File: config.mk
export PLATFORM = sky130hd
export DESIGN_NAME = digit_scan_decoder
export DESIGN_NICKNAME = d
export VERILOG_FILES = /design/src/rtl/digit_scan_decoder_pkg.sv /design/src/rtl/digit_scan_decoder_scan_prescaler.sv /design/src/rtl/digit_scan_decoder.sv
export SDC_FILE = /design/constraint.sdc
export NUM_CORES = 1
export LEC_CHECK = 0
export CAP_MARGIN = 40
export CORE_MARGIN = 1
export CORE_UTILIZATION = 40
export CTS_BUF_LIST = sky130_fd_sc_hd__clkbuf_4 sky130_fd_sc_hd__clkbuf_8 sky130_fd_sc_hd__clkbuf_16
export DETAILED_ROUTE_END_ITERATION = 7
export SYNTH_ARGS = -nofsm -noshare
export SYNTH_HDL_FRONTEND = slang
export SYNTH_SLANG_ARGS = --single-unit
File: constraint.sdc
create_clock -name clk -period 2.9 [get_ports clk]
set_input_delay 0.87 -clock clk [delete_from_list [all_inputs] [get_ports clk]]
set_output_delay 0.87 -clock clk [all_outputs]
set_load 0.02 [all_outputs]
File: src/rtl/digit_scan_decoder_pkg.sv
// Shared display constants and the active-low one-hot helper used by the digit
// decoder and by the segment-mux logic.
package digit_scan_decoder_pkg;

  localparam int unsigned MAX_DIGITS     = 16;
  localparam int unsigned DIGITS_DEFAULT = 4;
  localparam int unsigned CLK_HZ         = 50_000_000;
  localparam int unsigned DIGIT_HZ       = 1_000;
  localparam int unsigned DIV_DEFAULT    = CLK_HZ / DIGIT_HZ;
  localparam int unsigned BLANK_DEFAULT  = 2;

  // Active-low one-hot of idx within width bits; an out-of-range idx yields all ones.
  function automatic logic [MAX_DIGITS-1:0] onehot_n(input int unsigned idx,
                                                     input int unsigned width);
    logic [MAX_DIGITS-1:0] res;
    res = '1;
    for (int unsigned i = 0; i < MAX_DIGITS; i++) begin
      if (i < width && i == idx) res[i] = 1'b0;
    end
    return res;
  endfunction

endpackage

File: src/rtl/digit_scan_decoder_scan_prescaler.sv
// Slot prescaler: counts clk cycles within a digit slot and flags the last one.
module digit_scan_decoder_scan_prescaler #(
  parameter int unsigned DIV = 8
) (
  input  logic clk,
  input  logic rst_n,
  input  logic clear,
  input  logic hold,
  output logic slotEnd_c
);

  localparam int unsigned PCNT_W = (DIV > 1) ? $clog2(DIV) : 1;
  localparam logic [PCNT_W-1:0] PCNT_LAST = PCNT_W'(DIV - 1);

  logic [PCNT_W-1:0] pcnt;

  assign slotEnd_c = !clear && !hold && (pcnt == PCNT_LAST);

  always_ff @(posedge clk or negedge rst_n) begin
    if (!rst_n) begin
      pcnt <= '0;
    end else if (clear) begin
      pcnt <= '0;
    end else if (!hold) begin
      pcnt <= slotEnd_c ? '0 : pcnt + PCNT_W'(1);
    end
  end

endmodule

File: src/rtl/digit_scan_decoder.sv
// Digit-select decoder for the multiplexed display: direct decode or autonomous
// scan with an all-off blank interval at every digit change.
module digit_scan_decoder
  import digit_scan_decoder_pkg::*;
#(
  parameter  int unsigned DIGITS    = DIGITS_DEFAULT,
  parameter  int unsigned DIV       = DIV_DEFAULT,
  parameter  int unsigned BLANK_CYC = BLANK_DEFAULT,
  localparam int unsigned SEL_W     = $clog2(DIGITS)
) (
  input  logic              clk,
  input  logic              rst_n,
  input  logic              en,
  input  logic              mode_direct,
  input  logic [SEL_W-1:0]  dir_sel,
  input  logic [DIGITS-1:0] blank_mask,
  output logic [DIGITS-1:0] dig_n,
  output logic [SEL_W-1:0]  sel,
  output logic              scan_tick
);

  // One spare bit so "bcnt <= 1" is never a width-constant comparison.
  localparam int unsigned BCNT_W = $clog2(BLANK_CYC + 2) + 1;
  localparam logic [BCNT_W-1:0] BLANK_INIT = BCNT_W'(BLANK_CYC);

  logic [BCNT_W-1:0] bcnt;
  logic [BCNT_W-1:0] bcntNext;
  logic [SEL_W-1:0]  selNext;
  logic [DIGITS-1:0] digNNext;
  logic              tickNext;
  logic              slotEnd;
  logic              scanRun;

  function automatic logic [DIGITS-1:0] decodeN(input logic [SEL_W-1:0]  idx,
                                                input logic [DIGITS-1:0] mask);
    logic [MAX_DIGITS-1:0] full;
    logic [DIGITS-1:0]     res;
    full = onehot_n(32'(idx), DIGITS);
    res  = full[DIGITS-1:0];
    for (int unsigned i = 0; i < DIGITS; i++) begin
      if (32'(idx) == i && mask[i]) res = '1;
    end
    return res;
  endfunction

  function automatic logic inRange(input logic [SEL_W-1:0] idx);
    logic [MAX_DIGITS-1:0] full;
    full = onehot_n(32'(idx), DIGITS);
    return full[DIGITS-1:0] != '1;
  endfunction

  assign scanRun = en && !mode_direct;

  digit_scan_decoder_scan_prescaler #(
    .DIV(DIV)
  ) u_prescaler (
    .clk      (clk),
    .rst_n    (rst_n),
    .clear    (!scanRun),
    .hold     (1'b0),
    .slotEnd_c(slotEnd)
  );

  // State register: reset behaves as a slot start, so bcnt begins full.
  always_ff @(posedge clk or negedge rst_n) begin
    if (!rst_n) begin
      sel       <= '0;
      bcnt      <= BLANK_INIT;
      dig_n     <= '1;
      scan_tick <= 1'b0;
    end else begin
      sel       <= selNext;
      bcnt      <= bcntNext;
      dig_n     <= digNNext;
      scan_tick <= tickNext;
    end
  end

  // Next state: disable, direct load and slot change all restart the blank interval.
  always_comb begin
    selNext  = sel;
    bcntNext = bcnt;
    if (!en) begin
      bcntNext = BLANK_INIT;
    end else if (mode_direct) begin
      selNext  = inRange(dir_sel) ? dir_sel : '0;
      bcntNext = BLANK_INIT;
    end else if (slotEnd) begin
      selNext  = (sel == SEL_W'(DIGITS - 1)) ? '0 : sel + SEL_W'(1);
      bcntNext = BLANK_INIT;
    end else if (bcnt != '0) begin
      bcntNext = bcnt - BCNT_W'(1);
    end
  end

  // Next outputs: the slot-change edge is the first blank cycle unless BLANK_CYC is 0.
  always_comb begin
    digNNext = '1;
    tickNext = 1'b0;
    if (en) begin
      if (mode_direct) begin
        digNNext = decodeN(dir_sel, blank_mask);
      end else begin
        tickNext = slotEnd;
        if (slotEnd ? (BLANK_CYC == 0) : (bcnt <= BCNT_W'(1))) begin
          digNNext = decodeN(selNext, blank_mask);
        end
      end
    end
  end

endmodule

==> flow_summary.toml <==
[timing]
fin_tns_setup_ns = 0
maxSlewHeadroom = 0.739
minimum_clock_period_after_layout_ns = 2.33
finalHoldViolCount = 0
fin_crit_sh = 0.802
setup_viol = 0
clock-skew-final_ns = 0.00560
unrepaired_setup_endpoints_after_global_routing = "false"
worst_slew_pin_slew_ns = 0.391
final-max-slew-violation-count = 0
max_freq_mhz = 430

[cts]
hold_buffers = 0
worstSkewPairLatency_ns = 0.32
ctsHtreeMaxLevel = 1
cts_made_buffers = 3
tritoncts_num_sinks = 26
post_cts_resized = 0
clk_transition_reported_paths_ns = 0.14
buffers_inserted_by_post_cts_timing_repair = 0
clock_tree_from_tritoncts = "done"
clock_tree.buffer_depth = 2
cts_root_buf = "sky130_fd_sc_hd__clkbuf_4"

[logic_synthesis]
synthDominantCellAreaShare = 0.373
synth_area_per_cell_sq_um = 10.1
synth.yosys.seq_area_share = 0.466
ys_warn_count = 0
synth_top_cells_by_count = "21 x sky130_fd_sc_hd__dfrtp_1, 19 x sky130_fd_sc_hd__nor2_1, 10 x sky130_fd_sc_hd__xnor2_1"
netlist_top_cells_area = "sky130_fd_sc_hd__dfrtp_1 37%, sky130_fd_sc_hd__dfstp_2 9.3%, sky130_fd_sc_hd__xnor2_1 6.2%"
edff_count_synth = 0
postSynth.topFlopCell = "sky130_fd_sc_hd__dfrtp_1"
ys_types = 44
yosysMostFrequentCell = "sky130_fd_sc_hd__dfrtp_1"
number_of_storage_elements_in_the_synthesis_netlist = 26
synth_nets = 154
mappedNetlistArea_sq_um = 1410
postSynth.asyncResetShare = 1.00
post_synthesis_cells = 139
synth_top_cell_by_area = "sky130_fd_sc_hd__dfrtp_1"

[routing]
drc = 0
met3_wirelength_um = 113
dr_wl_met2_mm = 1.34
detail_route.wl_per_cell_um = 13.3
dr_total_vias = 1086
dr.first_iter.drc_count = 48
met1_length_mm = 1.20
post_drt_via_cell_ratio = 5.38
detail_route.wirelength_mm = 2.68
maxUsedRoutingLayer = "met4"
firstDrtPassIters = 4
postRouteAntennaNets = 0

[floorplanning]
pin_count = 17
die-area_sq_um = 3760
fp.coreArea_sq_um = 3360
rows = 21
start_util = 0.419
die_y_um = 61.3
die-width_um = 61.3

[finish]
multi_input_area_sq_um = 707
final.fill_count = 322
areaGrowthSynthToFinish_pct = 18.4
fraction_of_final_layout_cells_sized_beyond_drive_strength_1 = 0.141
final_nets = 172
layout.cell_area.non_filler_sq_um = 1670
final-seq-area_sq_um = 657
antenna_cells_inserted = 0

[critical_path]
worstPathBufferInverterCount = 1
r2r-end = "u_prescaler.pcnt[12]"
critPathArrivalTime_ns = 1.46
worst-r2r-cell-count = 5
critical-path-max-stage-delay_ns = 0.60
critical_path_peak_fanout = 1
reg2reg_setup_slack_ns = 1.13
critPathRequiredTime_ns = 2.03
path_cells = "clkdlybuf4s50_1"
slowest_stage_cell_on_the_critical_path = "sky130_fd_sc_hd__clkdlybuf4s50_1"
startpoint_type = "flop"
critical_path.endpoint_type = "primary output"
crit-reg2reg-launch = "u_prescaler.pcnt[0]"
timing_worst_setup_path_type = "reg -> out"
cell_class_contributing_the_biggest_share_of_worst_path_delay = "buffers and inverters"

[status]
outcome = "complete, no violations"

[place]
port_buffers = 16
post_dp_cell_area_sq_um = 1620
gp_congestion = 0.781
dpl.hpwl_mm = 2.03

[job]
maxCapViolCount = 0

[min_path]
min_from = "u_prescaler.pcnt[0]"
holdPathStages = 1
worstHoldEndpoint = "u_prescaler.pcnt[0]"
hold_class = "reg -> reg"

[global_route]
final_global_route_overflow_total = 0
antenna_found_initial = 0
grt_start_max_net_pins = 27
global_route_wire_length_before_repair_mm = 4.66
grt_pass1_vias = 1091
global_route.usage.total = 0.169

[pwr]
power_density_nw_per_um2 = 428
p_leak_nw = 0.648
vdd_drop_max_mv = 0.198
==> kinds of logic after synthesis <==
kind of cell	after synthesis	synth area share
AO/OA/AOI/OAI	17	0.0915
XOR/XNOR	12	0.0746
adder cells (fa/ha/maj)	5	0.0444
buffers and inverters	11	0.0320
flip-flops	26	0.466
multiplexers	1	0.00799
AND/OR/NAND/NOR	67	0.283
==> area by class of cell <==
type | count | share of cell area
tap | 46 | 0.0345
sequential | 26 | 0.394
timing repair buffer | 17 | 0.101
inverter | 7 | 0.0158
clock inverter | 1 | 0.0180
multi-input combinational | 102 | 0.424
clock buffer | 3 | 0.0135
==> through the flow <==
step	setup slack, ns	utilization	cells	hold WS, ns	total power [mW]
detailed placement	0.562	0.480	198	0.529	0.474
global placement	0.601	0.480	198	0.537	0.472
global route	0.513	0.496	202	0.587	0.747
CTS	0.554	0.496	202	0.551	0.724
floorplan	1.10	-	139	0.487	0.433
finish	0.574	0.496	202	0.549	0.714
==> flip-flops by register name, indices dropped and copies added, names as in the netlist <==
name              flops
u_prescaler.pcnt     16
dig_n                 4
sel                   2
scan_tick             1
bcnt                  3
==> worst max path at each step <==
stage,end,cells after the start,start
global route,dig_n[3],1,dig_n[3]
CTS,dig_n[1],1,dig_n[1]
finish,dig_n[1],1,dig_n[1]
global placement,dig_n[2],4,mode_direct
floorplan,dig_n[1],5,mode_direct
detailed placement,u_prescaler.pcnt[13],4,en
==> per-layer routing <==
| metal | vias to the layer above | global-route usage |
|---|---|---|
| li1 | 527 | - |
| met1 | 533 | 0.214 |
| met2 | 22 | 0.300 |
| met3 | 4 | 0.0189 |
| met4 | 0 | 0.0571 |
| met5 | - | 0 |
==> cell usage in the layout, fill, tap and decap left out, types with 3 or more instances in the layout <==
cell type                          n
sky130_fd_sc_hd__inv_1             7
sky130_fd_sc_hd__nand3_1           5
sky130_fd_sc_hd__xnor2_1          10
sky130_fd_sc_hd__nor4_1            3
sky130_fd_sc_hd__nor2_1           19
sky130_fd_sc_hd__clkdlybuf4s50_1  16
sky130_fd_sc_hd__dfrtp_1          21
sky130_fd_sc_hd__nor3_1            4
sky130_fd_sc_hd__dfstp_2           5
sky130_fd_sc_hd__a21oi_1           3
sky130_fd_sc_hd__ha_1              5
sky130_fd_sc_hd__and3_1            3
sky130_fd_sc_hd__nand2_1           6
sky130_fd_sc_hd__nand4_1           5
sky130_fd_sc_hd__clkbuf_4          3
==> report_power, final <==
part,internal (mW),total [mW],switching (mW)
sequential,0.373,0.383,0.0101
combinational,0.0390,0.0820,0.0429
clock,0.140,0.249,0.109
Note: power is estimated with default switching activity, not from simulation.
